File: config.mk
export PLATFORM = sky130hd
export DESIGN_NAME = crc_stream_flat
export DESIGN_NICKNAME = d
export VERILOG_FILES = /design/src/rtl/crc_stream_if.sv /design/src/rtl/crc_stream.sv /design/src/flat_wrapper.sv
export SDC_FILE = /design/constraint.sdc
export NUM_CORES = 1
export LEC_CHECK = 0
export CORE_UTILIZATION = 40
export CTS_CLUSTER_SIZE = 28
export DETAILED_ROUTE_END_ITERATION = 16
export GPL_TIMING_DRIVEN = 0
export PLACE_DENSITY = 0.66
export REMOVE_ABC_BUFFERS = 1
export SYNTH_ARGS = -nofsm -noshare
export SYNTH_HDL_FRONTEND = slang
export SYNTH_SLANG_ARGS = --single-unit
File: constraint.sdc
create_clock -name i_clk -period 1.45 [get_ports i_clk]
set_input_delay 0.29 -clock i_clk [delete_from_list [all_inputs] [get_ports i_clk]]
set_output_delay 0.29 -clock i_clk [all_outputs]
set_load 0.02 [all_outputs]
File: src/rtl/crc_stream_if.sv
// rtl/crc_stream_if.sv - word stream and result bundle for crc_stream
//
// Groups the word handshake (i_valid/o_ready), the frame data and controls,
// and the result outputs (o_valid/o_crc/o_busy) of crc_stream.
// Modports:
//   master - producer/consumer side: drives the i_* members, reads the o_* members
//   slave  - crc_stream side: reads the i_* members, drives the o_* members
// Optional member i_xorout exists only when CRC_STREAM_XOROUT_EN is defined.
interface crc_stream_if #(
    parameter int WDATA = 5,
    parameter int WPOLY = 4
);
    logic             i_valid;
    logic             o_ready;
    logic [WDATA-1:0] i_data;
    logic             i_first;
    logic             i_last;
    logic [WPOLY-1:0] i_poly;
    logic [WPOLY-2:0] i_crc;
`ifdef CRC_STREAM_XOROUT_EN
    logic [WPOLY-2:0] i_xorout;
`endif
    logic             o_valid;
    logic [WPOLY-2:0] o_crc;
    logic             o_busy;

    modport slave (
        input  i_valid, i_data, i_first, i_last, i_poly, i_crc,
`ifdef CRC_STREAM_XOROUT_EN
        input  i_xorout,
`endif
        output o_ready, o_valid, o_crc, o_busy
    );

    modport master (
        output i_valid, i_data, i_first, i_last, i_poly, i_crc,
`ifdef CRC_STREAM_XOROUT_EN
        output i_xorout,
`endif
        input  o_ready, o_valid, o_crc, o_busy
    );
endinterface

File: src/rtl/crc_stream.sv
// rtl/crc_stream.sv - bit-serial CRC over a framed word stream
//
// Accepts WDATA-bit words and shifts them MSB first through a CRC register of
// width WPOLY-1, one bit per clock. A frame opens on a word with i_first (or
// any word when no frame is open), which loads the seed and the generator.
// When the last word of a frame finishes, the result is registered on o_crc
// and o_valid pulses for one cycle.
// Ports:
//   i_clk       - clock, rising edge
//   i_rst       - synchronous active-high reset
//   bus (slave) - i_valid/o_ready word handshake, i_data, i_first, i_last,
//                 i_poly, i_crc seed, o_valid result pulse, o_crc, o_busy
// Option: CRC_STREAM_XOROUT_EN adds bus.i_xorout, latched at frame start and
//         XORed into the result.
module crc_stream #(
    parameter int WDATA = 5,
    parameter int WPOLY = 4
) (
    input  logic         i_clk,
    input  logic         i_rst,
    crc_stream_if.slave  bus
);
    localparam int CW   = WPOLY - 1;
    localparam int CNTW = (WDATA > 1) ? $clog2(WDATA) : 1;

    typedef enum logic [1:0] {IDLE, SHIFT, DONE} state_t;

    state_t           state_q, state_d;
    logic [CW-1:0]    r_q, r_d;
    logic [CW-1:0]    p_q, p_d;
    logic [CW-1:0]    crc_q, crc_d;
    logic [WDATA-1:0] data_q, data_d;
    logic [CNTW-1:0]  cnt_q, cnt_d;
    logic             last_q, last_d;
    logic             open_q, open_d;
`ifdef CRC_STREAM_XOROUT_EN
    logic [CW-1:0]    xo_q, xo_d;
`endif

    logic             accept;
    logic             fb;
    logic [CW-1:0]    r_step;
    logic             poly_msb_unused;

    // The generator's leading 1 is implicit in the shift.
    assign poly_msb_unused = bus.i_poly[WPOLY-1];

    always_comb begin
        state_d = state_q;
        r_d     = r_q;
        p_d     = p_q;
        crc_d   = crc_q;
        data_d  = data_q;
        cnt_d   = cnt_q;
        last_d  = last_q;
        open_d  = open_q;
`ifdef CRC_STREAM_XOROUT_EN
        xo_d    = xo_q;
`endif
        accept  = bus.i_valid && (state_q != SHIFT);
        fb      = r_q[CW-1] ^ data_q[WDATA-1];
        r_step  = (r_q << 1) ^ (fb ? p_q : '0);

        case (state_q)
            SHIFT: begin
                r_d    = r_step;
                data_d = data_q << 1;
                cnt_d  = cnt_q - CNTW'(1);
                if (cnt_q == '0) begin
                    if (last_q) begin
`ifdef CRC_STREAM_XOROUT_EN
                        crc_d = r_step ^ xo_q;
`else
                        crc_d = r_step;
`endif
                        open_d  = 1'b0;
                        state_d = DONE;
                    end else begin
                        state_d = IDLE;
                    end
                end
            end
            default: begin
                // IDLE and DONE both accept; DONE otherwise lasts one cycle.
                if (accept) begin
                    data_d  = bus.i_data;
                    last_d  = bus.i_last;
                    cnt_d   = CNTW'(WDATA - 1);
                    state_d = SHIFT;
                    // i_first on an open frame abandons it silently.
                    if (bus.i_first || !open_q) begin
                        r_d    = bus.i_crc;
                        p_d    = bus.i_poly[CW-1:0];
                        open_d = 1'b1;
`ifdef CRC_STREAM_XOROUT_EN
                        xo_d   = bus.i_xorout;
`endif
                    end
                end else begin
                    state_d = IDLE;
                end
            end
        endcase
    end

    always_ff @(posedge i_clk) begin
        if (i_rst) begin
            state_q <= IDLE;
            r_q     <= '0;
            p_q     <= '0;
            crc_q   <= '0;
            data_q  <= '0;
            cnt_q   <= '0;
            last_q  <= 1'b0;
            open_q  <= 1'b0;
`ifdef CRC_STREAM_XOROUT_EN
            xo_q    <= '0;
`endif
        end else begin
            state_q <= state_d;
            r_q     <= r_d;
            p_q     <= p_d;
            crc_q   <= crc_d;
            data_q  <= data_d;
            cnt_q   <= cnt_d;
            last_q  <= last_d;
            open_q  <= open_d;
`ifdef CRC_STREAM_XOROUT_EN
            xo_q    <= xo_d;
`endif
        end
    end

    assign bus.o_ready = (state_q != SHIFT);
    assign bus.o_valid = (state_q == DONE);
    assign bus.o_crc   = crc_q;
    assign bus.o_busy  = open_q || (state_q == SHIFT);
endmodule
File: src/flat_wrapper.sv
// flat-port wrapper written by rule: the top's interface ports become plain ports
module crc_stream_flat 
#(
    parameter int WDATA = 5,
    parameter int WPOLY = 4
)
  (i_clk, i_rst, bus_i_valid, bus_i_data, bus_i_first, bus_i_last, bus_i_poly, bus_i_crc, bus_o_ready, bus_o_valid, bus_o_crc, bus_o_busy);
  crc_stream_if #(.WDATA(WDATA), .WPOLY(WPOLY)) bus_i ();
  input  logic i_clk;
  input  logic i_rst;
  input wire logic [$bits(bus_i.i_valid)-1:0] bus_i_valid;
  input wire logic [$bits(bus_i.i_data)-1:0] bus_i_data;
  input wire logic [$bits(bus_i.i_first)-1:0] bus_i_first;
  input wire logic [$bits(bus_i.i_last)-1:0] bus_i_last;
  input wire logic [$bits(bus_i.i_poly)-1:0] bus_i_poly;
  input wire logic [$bits(bus_i.i_crc)-1:0] bus_i_crc;
  output wire logic [$bits(bus_i.o_ready)-1:0] bus_o_ready;
  output wire logic [$bits(bus_i.o_valid)-1:0] bus_o_valid;
  output wire logic [$bits(bus_i.o_crc)-1:0] bus_o_crc;
  output wire logic [$bits(bus_i.o_busy)-1:0] bus_o_busy;
  assign bus_i.i_valid = bus_i_valid;
  assign bus_i.i_data = bus_i_data;
  assign bus_i.i_first = bus_i_first;
  assign bus_i.i_last = bus_i_last;
  assign bus_i.i_poly = bus_i_poly;
  assign bus_i.i_crc = bus_i_crc;
  assign bus_o_ready = bus_i.o_ready;
  assign bus_o_valid = bus_i.o_valid;
  assign bus_o_crc = bus_i.o_crc;
  assign bus_o_busy = bus_i.o_busy;
  crc_stream #(.WDATA(WDATA), .WPOLY(WPOLY)) u_core (.i_clk(i_clk), .i_rst(i_rst), .bus(bus_i));
endmodule
==> impl_results.md <==
* Run status: finished, final reports clean
* Post-synth EDFFs at 0
* Filler-free cell count of the finished design at about 150
* Seq pwr share at 54.3%
* Reg-to-reg slack, setup at 110 ps
* Share of flip-flops with an asynchronous set or reset at 0%
* Final hold vios at 0
* Fin Clk Skew at 8.12 ps
* Final worst slack at 44.6 ps
* Comb pwr share at 22.3%
* CP Class: register to primary output
* CP max FO at 7
* Int Pwr at 865 uW
* Num rows at 17
* Slew HR at 45.8%
* Initial antenna violation count at 0
* Setup TNS at 0 ps
* Max clock buf depth at 2
* CP Launch Point: u_core.state_q[0]$_SDFFE_PP0P_
* # diodes at 0
* Largest net degree at the start of global routing at 22
* FF+latch count, synth at 21
* Gr ovfl total at 0
* Final ANT Viol Nets at 0
* Die boundary width at 50.1 microns
* DRC viols at 0
* Final instance area at 1190 sq um
* Register area share after synthesis at 45.4%
* Die height at 50.1 microns
* Hold Path Class: register to register
* Area post-placement at 1140 sq um
* Slew @ Worst Pin at 810 ps
* P_leak at between 0.5 and 0.6 nW
* Die area at about 2500 sq um
* Avg Inst Size Synth at 9.08 sq um
* Cts bufs inserted at 3
* Power per cell area at a little over 1000 nW/um^2
* Worst VDD drop at a little over 0.0005 V
* CTS clk-pin slew, worst paths at 120 ps
* Post-synth top area share at between 40% and 50%
* # fillers at around 220
* Unrepaired setup endpoints after global routing: true
* Synth Instances at 102
* Max cap viols at 0
* Cell taking the most area after synthesis: dfxtp_1
* TritonRoute pass-1 iters at 3
* FF-to-FF Start: u_core.state_q[0]$_SDFFE_PP0P_
* FF-to-FF End: u_core.cnt_q[2]$_SDFFE_PP0P_
* Clock tree sinks at 21
* Worst Hold Path EP: u_core.bus.o_crc[0]$_SDFFE_PP0P_
* Global-route wire length before repair at 3150 microns
* Worst Hold Slack at 459 ps
* H-tree depth at 1
* Total Power at around 1.2 mW
* HPWL Detailed at ~1300 microns
* Psw at 340 uW
* Total core area at around 2200 sq um
* Maximum clock frequency at a little over 700 MHz
* Root Driver: clkbuf_4
* Layout cells sized above 1 at 14.5%
* Pre-CTS WS at -492 ps
* CTS tree: built
* Cell count of the worst reg-to-reg path at 5
* Final setup fails at 0
* GR Util All Layers at around 17%
* Sw frac at 28.2%
* Slew Viols, Final at 0
* Clock Latency Late Sink at roughly 300 ps
* P&R area growth vs syn at 29.1%
* Final Core Density at 54.5%
* Inst Count DP at approximately 150
* Hold depth at 2
* Clock Power Share at between 20% and 30%
* Fin crit share at between 90% and 100%
* WL/cell at about 12 microns
* Yosys warnings at 0
* Minimum clock period at 1410 ps
* I/O Buffers at 21
* Synth Cell Area at approximately 930 sq um
* Most area-consuming cells after synthesis: dfxtp_1 (45%), mux2i_1 (8.6%), nor2_1 (6.1%), a211oi_1 (4.9%), nand2_1 (4.5%)
* CP Launch Type: register
* Vias in the first global route at 729
* Placer Congestion at ~0.76
* Ys flop type: dfxtp_1
* CP endpoint kind: primary output
* Via-per-instance ratio at 5.11
* Worst EP required at 1160 ps
* Fin nets at around 140
* DRT iter0 DRCs at 4
* Hold Crit Start: u_core.bus.o_crc[0]$_SDFFE_PP0P_
* Synth cell types at 28
* Top-Level Pins at 23
* Initial core utilization at 42.3%
* Vias post-DR at 776
* Arrival time at the worst endpoint at 1120 ps
* Wirelength, routed at 1830 microns
-- what timing repair did --
action                     4_1_cts  5_1_grt
resized for setup               16        9
buffers inserted                 1        1
setup endpoints to repair       11        8
hold buffers                     0        0
pin swaps                        0        0
-- registers in the layout, summed over array words and instances (netlist names) --
name	cells
u_core.data_q	5
u_core.bus.o_crc	3
u_core.cnt_q	3
u_core.p_q	3
u_core.r_q	3
u_core.state_q	2
u_core.last_q	1
u_core.open_q	1
-- logic make-up after synthesis --
| kind of cell | after synthesis | share of synthesized area (%) |
|---|---|---|
| AOI/OAI and AO/OA | 19 | 14.9 |
| DFF | 21 | 45.4 |
| buffers and inverters | 9 | 5.27 |
| muxes | 8 | 8.65 |
| adders and majority gates | 2 | 2.70 |
| xor gates and xnor gates | 3 | 2.84 |
| and+or+nand+nor | 40 | 20.3 |
-- layer usage --
| metal | global-route usage, % | part of all wire, % |
|---|---|---|
| met4 | 10.0 | 2.2 |
| met3 | 2.78 | 3.0 |
| met1 | 20.0 | 48 |
| met2 | 28.0 | 46 |
| met5 | 0 | 0 |
-- synth_stat cells, drive strengths merged (3+ instances only) --
library cell / instances
inv: 4
a31oi: 3
nand2: 11
a21oi: 6
buf: 4
mux2i: 8
nand3: 4
a211oi: 6
nor2: 16
dfxtp: 21
xor2: 3
-- area by class of cell --
type,count,area [sq um],share of cell area [%]
Clock buffer,4,26.3,2.20
Inverter,4,20.0,1.68
Tap cell,28,35.0,2.93
Multi-Input combinational cell,72,472,39.5
Sequential cell,21,424,35.5
Timing Repair Buffer,23,218,18.2
-- worst max-delay path, cell delays in order, from the launching register on --
cell and delay (ps):
dfxtp_2 350, nor2b_4 180, clkinv_4 100, nand2b_4 70, buf_6 110
-- placed cells by master, fill, tap and decap left out --
master,count
nor3_1,2
buf_2,1
mux2i_1,8
clkbuf_1,1
xor2_1,3
o21ai_0,1
buf_4,2
nor2b_4,1
clkdlybuf4s15_1,2
clkdlybuf4s50_1,14
nand3_1,4
a311oi_1,1
buf_6,1
a31oi_1,3
a21oi_1,6
dfxtp_2,3
and4bb_2,1
inv_1,3
and2b_1,1
a221oi_2,2
ha_1,2
nand2b_1,1
clkbuf_4,3
clkinv_4,1
dfxtp_1,18
nor2_1,15
dlygate4sd2_1,3
a211oi_1,6
nand2b_4,1
and2_4,1
nand2_1,11
nor2_2,1
or3_1,1
-- power by group through the flow --
stage / logic [mW] / registers [mW] / clock network, mW
CTS: 0.256 / 0.654 / 0.289
finish: 0.268 / 0.655 / 0.282
global route: 0.300 / 0.661 / 0.314
floorplan: 0.153 / 0.660 / 0
global placement: 0.249 / 0.664 / 0
detailed placement: 0.256 / 0.666 / 0
-- how the worst max path moves through the flow --
stage,endpoint,slack (ps),depth (start not counted)
CTS,bus_o_busy,-2,4
detailed placement,u_core.p_q[0]$_SDFFE_PP0P_,-490,4
floorplan,u_core.p_q[0]$_SDFFE_PP0P_,60,5
global route,bus_o_busy,-20,4
global placement,bus_o_busy,-470,4
finish,bus_o_busy,40,4
Power figures use the tool's default switching activity.
==> variant: new RTL, same settings <==
`WPOLY` is set to 4 in 3 places; all go to 2.
--- a/src/rtl/crc_stream_if.sv
+++ b/src/rtl/crc_stream_if.sv
@@ -8,7 +8,7 @@
 // Optional member i_xorout exists only when CRC_STREAM_XOROUT_EN is defined.
 interface crc_stream_if #(
     parameter int WDATA = 5,
-    parameter int WPOLY = 4
+    parameter int WPOLY = 2
 );
     logic             i_valid;
     logic             o_ready;
--- a/src/rtl/crc_stream.sv
+++ b/src/rtl/crc_stream.sv
@@ -14,7 +14,7 @@
 //         XORed into the result.
 module crc_stream #(
     parameter int WDATA = 5,
-    parameter int WPOLY = 4
+    parameter int WPOLY = 2
 ) (
     input  logic         i_clk,
     input  logic         i_rst,
--- a/src/flat_wrapper.sv
+++ b/src/flat_wrapper.sv
@@ -2,7 +2,7 @@
 module crc_stream_flat 
 #(
     parameter int WDATA = 5,
-    parameter int WPOLY = 4
+    parameter int WPOLY = 2
 )
   (i_clk, i_rst, bus_i_valid, bus_i_data, bus_i_first, bus_i_last, bus_i_poly, bus_i_crc, bus_o_ready, bus_o_valid, bus_o_crc, bus_o_busy);
   crc_stream_if #(.WDATA(WDATA), .WPOLY(WPOLY)) bus_i ();
Interface: changed (resized bus_i_crc, bus_i_poly and bus_o_crc); port bits go from 23 to 17. The function was not compared with the original's and may differ.
==> variant against the unedited design <==
  * Cell area down 14%
  * Setup slack better by 0.010 ns
  * Non-clock buffer count up 4
  * Routed wire length down 16%
  * Sequential cell count down 6
  * Total power down 20%
  * Synthesized area down 17%
  * Highest routed layer unchanged
==> variant: results (changes against the unedited design) <==
Status: complete, no violations (unchanged)
Reg-to-reg slack, setup: 0.18 ns (was 0.11 ns)
Switching Power: 0.269 mW (was 0.340 mW)
Slew headroom: 49.3% (was 45.8%)
Clk slew on worst S/H paths: 0.08 ns (was 0.12 ns)
Area share of fa/ha/maj cells after synthesis: 3.25% (was 2.70%)
Pre-CTS setup slack: -0.407 ns (was -0.492 ns)
First-pass GRT wire length: 2.24 mm (was 3.15 mm)
Hold Path Sink: u_core.cnt_q[1] (was u_core.bus.o_crc[0])
Length of routed met2 wiring: 724 um (was 849 um)
Hold WS: 0.475 ns (was 0.459 ns)
Worst reg2reg path endpoint: u_core.cnt_q[2] (unchanged)
Pwr/cell area: 941 mW/mm2 (was 1010 mW/mm2)
Slowest cell on the critical path: dfxtp_2 (unchanged)
Clock Skews: 0.00541 ns (was 0.00812 ns)
Synth Area in XOR/XNOR: 1.14% (was 2.84%)
Register-to-Register Path Depth: 4 (was 5)
RePlAce Congestion: 0.671 (was 0.763)
Most instantiated cells after synthesis: dfxtp_1, mux2i_1, a211oi_2, nor2_1 (was dfxtp_1, nor2_1, nand2_1)
N_diodes: 0 (unchanged)
M1 WL: 714 um (was 887 um)
Nets: 118 (was 144)
Layout cells sized above 1: 32.4% (was 14.5%)
Placed cell area: 912 um2 (was 0.00114 mm2)
CTS HTree Levels: 1 (unchanged)
Routed vias/inst: 4.93 (was 5.11)
Leakage: 0.439 nW (was 0.500 nW)
Clk_lat worst skew: 0.28 ns (was 0.30 ns)
Initial drt markers: 8 (was 4)
Largest net degree at the start of global routing: 19 (was 22)
Clock power share: 24.8% (was 23.4%)
Top sig layer: met4 (unchanged)
Hold_sp: u_core.cnt_q[1] (was u_core.bus.o_crc[0])
Top cells by area, synth: dfxtp_1, a211oi_2, mux2i_1, mux2_4, ha_1 (was dfxtp_1, mux2i_1, nor2_1, a211oi_1, nand2_1)
Seq group: 0.466 mW (was 0.655 mW)
Vias in the first global route: 523 (was 729)
Root Driver: clkbuf_4 (unchanged)
GRT Overall Usage: 15.8% (was 16.8%)
Critical Path Max Stage Delay: 0.34 ns
Pre-antenna DRT Iters: 4 (was 3)
Crit path DAT: 1.11 ns
Unique masters post-synth: 30 (was 28)
Crit Path Max Fanout: 5 (was 7)
DR WL/cell: 12.1 um (about the same)
Inserted Clock Buffers: 3 (unchanged)
FMAX: 717 MHz (was 712 MHz)
I/O Buffers: 15 (was 21)
Mux contribution to synthesized area: 11.7% (was 8.65%)
Post-synthesis sequential area ratio: 39.0% (was 45.4%)
Full die area: 0.00210 mm2 (was 0.00251 mm2)
Max VDD drop: 645 uV (was 504 uV)
Synth Area in Compound Gates: 16.1% (was 14.9%)
==> variant: cell type report <==
type	instances	area, um2
Clock buffer	4	26.3
Sequential cell	15	302
Timing Repair inverter	1	5.00
Multi-Input combinational cell	50	414
Inverter	5	23.8
Fill cell	172	734
Timing Repair Buffer	27	228
Tap cell	25	31.3
==> variant: stage by stage <==
step	std cells	setup TNS (ns)
4_1_cts	115	-0.0212
6_report	127	0
3_5_place_dp	110	-4.10
5_1_grt	127	0
2_1_floorplan	70	0
3_3_place_gp	110	-3.98
==> variant: timing repair <==
item	CTS	global route
setup endpoints to repair	8	3
buffers inserted	1	11
gates resized for setup	12	7
cloned	0	1
hold buffers	0	0
==> variant: per-layer routing <==
| metal | up-vias | GRT usage [%] |
|---|---|---|
| li1 | 315 | - |
| met1 | 290 | 17.7 |
| met2 | 16 | 25.6 |
| met3 | 5 | 3.57 |
| met4 | 0 | 12.4 |
| met5 | - | 0 |
